**config.mk**
```make
export PLATFORM = sky130hd
export DESIGN_NAME = rtc_bus_sequencer_flat
export DESIGN_NICKNAME = d
export VERILOG_FILES = /design/src/rtl/rtc_bus_sequencer_if.sv /design/src/rtl/rtc_bus_sequencer.sv /design/src/flat_wrapper.sv
export SDC_FILE = /design/constraint.sdc
export NUM_CORES = 1
export LEC_CHECK = 0
export ABC_AREA = 1
export CAP_MARGIN = 0
export CORE_MARGIN = 5
export CORE_UTILIZATION = 50
export DETAILED_ROUTE_END_ITERATION = 10
export GPL_ROUTABILITY_DRIVEN = 0
export PLACE_DENSITY = 0.8
export RECOVER_POWER = 25
export SYNTH_ARGS = -nofsm -noshare
export SYNTH_HDL_FRONTEND = slang
export SYNTH_SLANG_ARGS = --single-unit
```
**constraint.sdc**
```tcl
create_clock -name clk -period 2.2 [get_ports clk]
set_clock_uncertainty 0.15 [all_clocks]
set_input_delay 0.22 -clock clk [delete_from_list [all_inputs] [get_ports clk]]
set_output_delay 0.22 -clock clk [all_outputs]
set_load 0.1 [all_outputs]
```
**src/rtl/rtc_bus_sequencer_if.sv**
```systemverilog
// Request/response ports of the two RTC requesters plus the multiplexed RTC pin bundle.
// The slave side is the sequencer; the master side is the requesters and the RTC chip.
interface rtc_bus_sequencer_if;
  logic       wr_req;
  logic [7:0] wr_addr;
  logic [7:0] wr_data;
  logic       wr_ack;
  logic       rd_req;
  logic [7:0] rd_addr;
  logic [7:0] rd_data;
  logic       rd_valid;
  logic       busy;
  logic [7:0] dato_out;
  logic       dato_oe;
  logic [7:0] dato_in;
  logic       AD;
  logic       CS;
  logic       WR;
  logic       RD;

  modport master (
    output wr_req, wr_addr, wr_data, rd_req, rd_addr, dato_in,
    input  wr_ack, rd_data, rd_valid, busy, dato_out, dato_oe, AD, CS, WR, RD
  );

  modport slave (
    input  wr_req, wr_addr, wr_data, rd_req, rd_addr, dato_in,
    output wr_ack, rd_data, rd_valid, busy, dato_out, dato_oe, AD, CS, WR, RD
  );
endinterface

```
**src/rtl/rtc_bus_sequencer.sv**
```systemverilog
// Round-robin arbiter plus two-phase (address, data) RTC bus cycle engine.
// All bus pins are registered; each state's outputs are set on the edge that enters it.
module rtc_bus_sequencer #(
  parameter int unsigned T_SETUP  = 2,
  parameter int unsigned T_STROBE = 5,
  parameter int unsigned T_HOLD   = 2,
  parameter int unsigned T_GAP    = 3
) (
  input logic                clk,
  input logic                reset,
  rtc_bus_sequencer_if.slave bus
);

  typedef enum logic [2:0] {
    StIdle, StASetup, StAStrobe, StAHold, StDSetup, StDStrobe, StDHold, StGap
  } state_e;

  localparam logic [7:0] CntSetup  = 8'(T_SETUP - 1);
  localparam logic [7:0] CntStrobe = 8'(T_STROBE - 1);
  localparam logic [7:0] CntHold   = 8'(T_HOLD - 1);
  localparam logic [7:0] CntGap    = 8'(T_GAP - 1);

  state_e     r_state;
  logic [7:0] r_cnt;
  logic [7:0] r_addr;
  logic [7:0] r_wdata;
  logic [7:0] r_cap;
  logic       r_is_rd;
  logic       r_last_rd;
  logic       r_wr_ack;
  logic       r_rd_valid;
  logic [7:0] r_rd_data;
  logic       r_busy;
  logic [7:0] r_dout;
  logic       r_oe;
  logic       r_ad;
  logic       r_cs;
  logic       r_wr;
  logic       r_rd;

  logic w_done;
  logic w_grant_rd;

  assign w_done = (r_cnt == 8'd0);
  // On contention, pick whichever side was not served last.
  assign w_grant_rd = bus.rd_req && (!bus.wr_req || !r_last_rd);

  always_ff @(posedge clk) begin
    if (reset) begin
      r_state    <= StIdle;
      r_cnt      <= 8'd0;
      r_addr     <= 8'd0;
      r_wdata    <= 8'd0;
      r_cap      <= 8'd0;
      r_is_rd    <= 1'b0;
      r_last_rd  <= 1'b1;
      r_wr_ack   <= 1'b0;
      r_rd_valid <= 1'b0;
      r_rd_data  <= 8'd0;
      r_busy     <= 1'b0;
      r_dout     <= 8'd0;
      r_oe       <= 1'b0;
      r_ad       <= 1'b1;
      r_cs       <= 1'b1;
      r_wr       <= 1'b1;
      r_rd       <= 1'b1;
    end else begin
      r_wr_ack   <= 1'b0;
      r_rd_valid <= 1'b0;
      if (r_state != StIdle && !w_done) begin
        r_cnt <= r_cnt - 8'd1;
      end
      unique case (r_state)
        StIdle: begin
          if (bus.wr_req || bus.rd_req) begin
            r_is_rd   <= w_grant_rd;
            r_last_rd <= w_grant_rd;
            r_addr    <= w_grant_rd ? bus.rd_addr : bus.wr_addr;
            r_wdata   <= bus.wr_data;
            r_state   <= StASetup;
            r_cnt     <= CntSetup;
            r_busy    <= 1'b1;
            r_cs      <= 1'b0;
            r_ad      <= 1'b0;
            r_oe      <= 1'b1;
            r_dout    <= w_grant_rd ? bus.rd_addr : bus.wr_addr;
          end
        end
        StASetup: if (w_done) begin
          r_state <= StAStrobe;
          r_cnt   <= CntStrobe;
          r_wr    <= 1'b0;
        end
        StAStrobe: if (w_done) begin
          r_state <= StAHold;
          r_cnt   <= CntHold;
          r_wr    <= 1'b1;
        end
        StAHold: if (w_done) begin
          r_state <= StDSetup;
          r_cnt   <= CntSetup;
          r_ad    <= 1'b1;
          r_oe    <= !r_is_rd;
          r_dout  <= r_is_rd ? 8'd0 : r_wdata;
        end
        StDSetup: if (w_done) begin
          r_state <= StDStrobe;
          r_cnt   <= CntStrobe;
          r_rd    <= !r_is_rd;
          r_wr    <= r_is_rd;
        end
        StDStrobe: if (w_done) begin
          r_state <= StDHold;
          r_cnt   <= CntHold;
          r_wr    <= 1'b1;
          r_rd    <= 1'b1;
          if (r_is_rd) begin
            r_cap <= bus.dato_in;
          end
        end
        StDHold: if (w_done) begin
          r_state <= StGap;
          r_cnt   <= CntGap;
          r_cs    <= 1'b1;
          r_oe    <= 1'b0;
          r_dout  <= 8'd0;
          if (r_is_rd) begin
            r_rd_valid <= 1'b1;
            r_rd_data  <= r_cap;
          end else begin
            r_wr_ack <= 1'b1;
          end
        end
        StGap: if (w_done) begin
          r_state <= StIdle;
          r_busy  <= 1'b0;
        end
        default: r_state <= StIdle;
      endcase
    end
  end

  assign bus.wr_ack   = r_wr_ack;
  assign bus.rd_valid = r_rd_valid;
  assign bus.rd_data  = r_rd_data;
  assign bus.busy     = r_busy;
  assign bus.dato_out = r_dout;
  assign bus.dato_oe  = r_oe;
  assign bus.AD       = r_ad;
  assign bus.CS       = r_cs;
  assign bus.WR       = r_wr;
  assign bus.RD       = r_rd;

endmodule

```
**src/flat_wrapper.sv**
```systemverilog
// flat-port wrapper written by rule: the top's interface ports become plain ports
module rtc_bus_sequencer_flat 
#(
  parameter int unsigned T_SETUP  = 2,
  parameter int unsigned T_STROBE = 5,
  parameter int unsigned T_HOLD   = 2,
  parameter int unsigned T_GAP    = 3
)
  (clk, reset, bus_wr_req, bus_wr_addr, bus_wr_data, bus_rd_req, bus_rd_addr, bus_dato_in, bus_wr_ack, bus_rd_data, bus_rd_valid, bus_busy, bus_dato_out, bus_dato_oe, bus_AD, bus_CS, bus_WR, bus_RD);
  rtc_bus_sequencer_if bus_i ();
  input logic clk;
  input logic reset;
  input wire logic [$bits(bus_i.wr_req)-1:0] bus_wr_req;
  input wire logic [$bits(bus_i.wr_addr)-1:0] bus_wr_addr;
  input wire logic [$bits(bus_i.wr_data)-1:0] bus_wr_data;
  input wire logic [$bits(bus_i.rd_req)-1:0] bus_rd_req;
  input wire logic [$bits(bus_i.rd_addr)-1:0] bus_rd_addr;
  input wire logic [$bits(bus_i.dato_in)-1:0] bus_dato_in;
  output wire logic [$bits(bus_i.wr_ack)-1:0] bus_wr_ack;
  output wire logic [$bits(bus_i.rd_data)-1:0] bus_rd_data;
  output wire logic [$bits(bus_i.rd_valid)-1:0] bus_rd_valid;
  output wire logic [$bits(bus_i.busy)-1:0] bus_busy;
  output wire logic [$bits(bus_i.dato_out)-1:0] bus_dato_out;
  output wire logic [$bits(bus_i.dato_oe)-1:0] bus_dato_oe;
  output wire logic [$bits(bus_i.AD)-1:0] bus_AD;
  output wire logic [$bits(bus_i.CS)-1:0] bus_CS;
  output wire logic [$bits(bus_i.WR)-1:0] bus_WR;
  output wire logic [$bits(bus_i.RD)-1:0] bus_RD;
  assign bus_i.wr_req = bus_wr_req;
  assign bus_i.wr_addr = bus_wr_addr;
  assign bus_i.wr_data = bus_wr_data;
  assign bus_i.rd_req = bus_rd_req;
  assign bus_i.rd_addr = bus_rd_addr;
  assign bus_i.dato_in = bus_dato_in;
  assign bus_wr_ack = bus_i.wr_ack;
  assign bus_rd_data = bus_i.rd_data;
  assign bus_rd_valid = bus_i.rd_valid;
  assign bus_busy = bus_i.busy;
  assign bus_dato_out = bus_i.dato_out;
  assign bus_dato_oe = bus_i.dato_oe;
  assign bus_AD = bus_i.AD;
  assign bus_CS = bus_i.CS;
  assign bus_WR = bus_i.WR;
  assign bus_RD = bus_i.RD;
  rtc_bus_sequencer #(.T_SETUP(T_SETUP), .T_STROBE(T_STROBE), .T_HOLD(T_HOLD), .T_GAP(T_GAP)) u_core (.clk(clk), .reset(reset), .bus(bus_i));
endmodule
```
==> load_flow_metrics.sql <==
INSERT INTO impl_metrics (metric_group, metric, value, unit) VALUES
('detailed_routing', 'drt_wl_total', '6160', 'um'),
('final_layout', 'finalCoreUtilization', '63.3', '%'),
('timing', 'final_period_minus_worst_setup_slack', '1.91', 'ns'),
('detailed_routing', 'detailroute.via_count', '2400', ''),
('synth', 'netlist_instances', '346', ''),
('cts', 'post_cts_hold_buffer_count', '0', ''),
('setup_path', 'timing.critical_path.from', 'u_core.r_state[0]$_SDFFE_PP0P_', ''),
('global_routing', 'met2_grt_util', '31.1', '%'),
('synth', 'syn-num-nets', '388', ''),
('global_routing', 'largest_net_degree_at_the_start_of_global_routing', '25', ''),
('power', 'total_leakage_power', '1.42', 'nW'),
('min_path', 'worst_hold_startpoint', 'bus_dato_in[6]', ''),
('detailed_routing', 'post-route-drc-count', '0', ''),
('detailed_routing', 'antenna_violating_nets_post_route', '0', ''),
('timing', 'timing.final.crit_share', '86.8', '%'),
('power', 'peak_vdd_ir', '1.77', 'mV'),
('outcome', 'status', 'completed', ''),
('cts', 'cts_tree', 'yes', ''),
('global_routing', 'global_route.usage.met3', '3.55', '%'),
('final_layout', 'finalNetCount', '448', ''),
('die', 'floorplan.initialDensity', '50.7', '%'),
('detailed_routing', 'first_iter_violations', '128', ''),
('synth', 'sequential_cell_area_fraction_in_the_yosys_report', '41.7', '%'),
('cts', 'cts.htree.levels', '2', ''),
('setup_path', 'critPathCaptureType', 'register', ''),
('synth', 'syn-mean-instance-area', '7.35', 'sq um'),
('synth', 'syn-cell-area', '2540', 'sq um'),
('final_layout', 'fillCellCount', '480', ''),
('synth', 'synth.ff_latch_count', '53', ''),
('setup_path', 'critPathArrivalTime', '2.01', 'ns'),
('setup_path', 'timing_worst_setup_path_type', 'reg -> reg', ''),
('setup_path', 'critical_path.startpoint_type', 'register', ''),
('final_layout', 'share_of_post_route_cells_with_drive_strength_above_1', '14.0', '%'),
('synth', 'async_reset_ff_share', '0', '%'),
('final_layout', 'syn_to_final_growth', '24.8', '%'),
('synth', 'ys.flop_type', 'sky130_fd_sc_hd__dfxtp_1', ''),
('detailed_routing', 'wire_per_inst', '12.9', 'um'),
('timing', 'worst_slew_margin_rel', '22.1', '%'),
('final_layout', 'seqCellArea', '1060', 'sq um'),
('global_routing', 'track_usage', '19.8', '%'),
('synth', 'yosysUniqueCellTypes', '34', ''),
('final_layout', 'area_of_the_multi_input_gates', '1250', 'sq um'),
('timing', 'slew_viol_final', '0', ''),
('cts', 'buffer_count_from_post_cts_setup_fixing', '0', ''),
('cts', 'cts_repair_resize_count', '0', ''),
('cts', 'number_of_clock_sinks', '53', ''),
('setup_path', 'reg2reg_from', 'u_core.r_state[0]$_SDFFE_PP0P_', ''),
('cts', 'cts_inserted_buffers', '5', ''),
('global_routing', 'grt_antenna_before_repair', '0', ''),
('job', 'drv_cap', '0', ''),
('timing', 'transition_at_the_pin_with_the_smallest_max_transition_slack', '1.17', 'ns'),
('global_routing', 'via_count_of_the_first_global_routing_pass', '2218', ''),
('setup_path', 'critPathMaxFanout', '9', ''),
('setup_path', 'critical_path_required', '2.31', 'ns'),
('timing', 'unrepaired_setup_endpoints_after_global_routing', 'false', ''),
('place', 'detailed_place_hpwl', '4720', 'um'),
('power', 'power-per-cell-area', '1640', 'nW/um^2'),
('cts', 'cts.clk_slew.worst_paths', '0.09', 'ns'),
('global_routing', 'grt_most_used_layer', 'met2', ''),
('timing', 'hold_violation_count_in_the_final_report', '0', ''),
('cts', 'clock_path_buffers', '2', ''),
('global_routing', 'global_route.overflow_total', '0', ''),
('timing', 'tns', '0', 'ns'),
('global_routing', 'grt_first_pass_wirelength', '10100', 'um'),
('cts', 'worst_skew_pair.late_latency', '0.31', 'ns'),
('cts', 'cts_root_buf', 'sky130_fd_sc_hd__clkbuf_8', ''),
('detailed_routing', 'drt_pass1_iterations', '4', ''),
('die', 'overall_die_height', '81.3', 'um'),
('die', 'num_rows', '26', ''),
('timing', 'setup_viol', '0', ''),
('global_routing', 'globalRouteMet1Util', '26.2', '%'),
('place', 'portBuffers', '59', ''),
('min_path', 'worst_hold_path_type', 'in -> reg', ''),
('detailed_routing', 'route.detailed.vias_per_inst', '5.03', ''),
('die', 'core_area', '5010', 'sq um'),
('synth', 'synth_edf_count', '0', ''),
('synth', 'synth_warnings', '0', ''),
('final_layout', 'n_antenna_cell', '0', ''),
('die', 'floorplan.die.width', '81.3', 'um'),
('timing', 'fmax', '524', 'MHz'),
('die', 'fp.dieArea', '6610', 'sq um'),
('die', 'floorplan.io_pins', '60', '');
cell type report:
type / instances / area share [%]
Clock buffer: 5 / 2.17
Clock inverter: 3 / 0.552
Tap cell: 70 / 2.76
Multi-Input combinational cell: 237 / 39.4
Sequential cell: 53 / 33.4
Timing Repair Buffer: 62 / 16.1
Inverter: 47 / 5.56
cells by family (layout without fill, tap and decap cells):
logic type | count (synthesis) | in the layout | synth area share (%)
xor gates and xnor gates | 6 | 6 | 2.07
and+or+nand+nor | 139 | 139 | 25.5
DFF | 53 | 53 | 41.7
AOI/OAI and AO/OA | 86 | 86 | 18.7
adders and majority gates | 6 | 6 | 2.95
buffers and inverters | 56 | 117 | 9.05
final timing paths:
check	end	cells past startpoint	slack (ns)
worst min-delay path	u_core.r_cap[6]$_SDFFE_PP0P_	3	0.29
worst min register to register	u_core.bus.rd_data[4]$_SDFFE_PP0P_	2	0.31
worst max-delay path	u_core.bus.dato_out[2]$_SDFFE_PP0P_	9	0.29
worst max register to register	u_core.bus.dato_out[2]$_SDFFE_PP0P_	9	0.29
state kept, by name (all words and copies together) (netlist names), 3 cells and up:
name / cells
u_core.r_wdata: 8
u_core.r_state: 3
u_core.bus.dato_out: 8
u_core.bus.rd_data: 8
u_core.r_cnt: 8
u_core.r_cap: 8
through the flow:
step	std cells	cell area (sq um)	total power, mW	hold WS (ns)	setup WS [ns]
after floorplan	346	2540	4.12	0.148	0.572
after global placement	469	3140	4.68	0.296	0.225
after CTS	477	3230	5.30	0.285	0.287
after detailed placement	469	3140	4.74	0.295	0.156
final	477	3170	5.21	0.289	0.291
after global routing	477	3170	5.63	0.278	0.0354
Yosys cell counts (2+ instances only):
cell                       instances  area [sq um]
sky130_fd_sc_hd__nor2_1           68           255
sky130_fd_sc_hd__dfxtp_1          53          1060
sky130_fd_sc_hd__nand2_1          40           150
sky130_fd_sc_hd__o21ai_0          36           180
sky130_fd_sc_hd__inv_1            35           131
sky130_fd_sc_hd__a21oi_1          17          85.1
sky130_fd_sc_hd__o21ai_1          17          85.1
sky130_fd_sc_hd__nand3_1          12          60.1
sky130_fd_sc_hd__inv_2            11          41.3
sky130_fd_sc_hd__a211oi_1          7          52.6
sky130_fd_sc_hd__ha_1              6          75.1
sky130_fd_sc_hd__xor2_1            6          52.6
sky130_fd_sc_hd__clkbuf_1          4          15.0
sky130_fd_sc_hd__nand4_1           4          25.0
sky130_fd_sc_hd__nor2_4            4          45.0
sky130_fd_sc_hd__nand2_2           3          18.8
sky130_fd_sc_hd__buf_6             2          22.5
sky130_fd_sc_hd__nand2_4           2          22.5
sky130_fd_sc_hd__nor2_2            2          12.5
sky130_fd_sc_hd__o211ai_1          2          15.0
sky130_fd_sc_hd__o22ai_1           2          12.5
layer usage:
metal  part of all wire, %  routed length [um]
met1                    45                2790
met2                    48                2980
met3                   4.1                 253
met4                   2.3                 140
met5                     0                   0
report_power, final:
| part | internal (mW) | switching [mW] | total, mW |
|---|---|---|---|
| logic | 0.864 | 2.37 | 3.24 |
| registers | 1.24 | 0.207 | 1.45 |
| clock network | 0.220 | 0.313 | 0.533 |
| total | 2.32 | 2.89 | 5.21 |
critical path, stage by stage (launching register included):
cell and delay [ns]:
sky130_fd_sc_hd__dfxtp_1 0.37, sky130_fd_sc_hd__inv_1 0.09, sky130_fd_sc_hd__ha_1 0.24, sky130_fd_sc_hd__nand2_1 0.15, sky130_fd_sc_hd__inv_2 0.11, sky130_fd_sc_hd__nor2_4 0.21
sky130_fd_sc_hd__o21ai_0 0.12, sky130_fd_sc_hd__o21ai_0 0.22, sky130_fd_sc_hd__nor2_1 0.09, sky130_fd_sc_hd__nor2_1 0.10
cells in the final DEF (no fill, tap or decap), types with 6 or more instances in the layout:
master / synthesis / final
sky130_fd_sc_hd__nand3_1: 12 / 12
sky130_fd_sc_hd__o21ai_1: 17 / 17
sky130_fd_sc_hd__o21ai_0: 36 / 36
sky130_fd_sc_hd__xor2_1: 6 / 6
sky130_fd_sc_hd__clkdlybuf4s50_1: 0 / 35
sky130_fd_sc_hd__dfxtp_1: 53 / 53
sky130_fd_sc_hd__clkbuf_2: 0 / 13
sky130_fd_sc_hd__ha_1: 6 / 6
sky130_fd_sc_hd__a21oi_1: 17 / 17
sky130_fd_sc_hd__inv_1: 35 / 35
sky130_fd_sc_hd__a211oi_1: 7 / 7
sky130_fd_sc_hd__buf_4: 1 / 7
sky130_fd_sc_hd__nand2_1: 40 / 40
sky130_fd_sc_hd__inv_2: 11 / 11
sky130_fd_sc_hd__nor2_1: 68 / 68
Note: power is estimated with default switching activity, not from simulation.
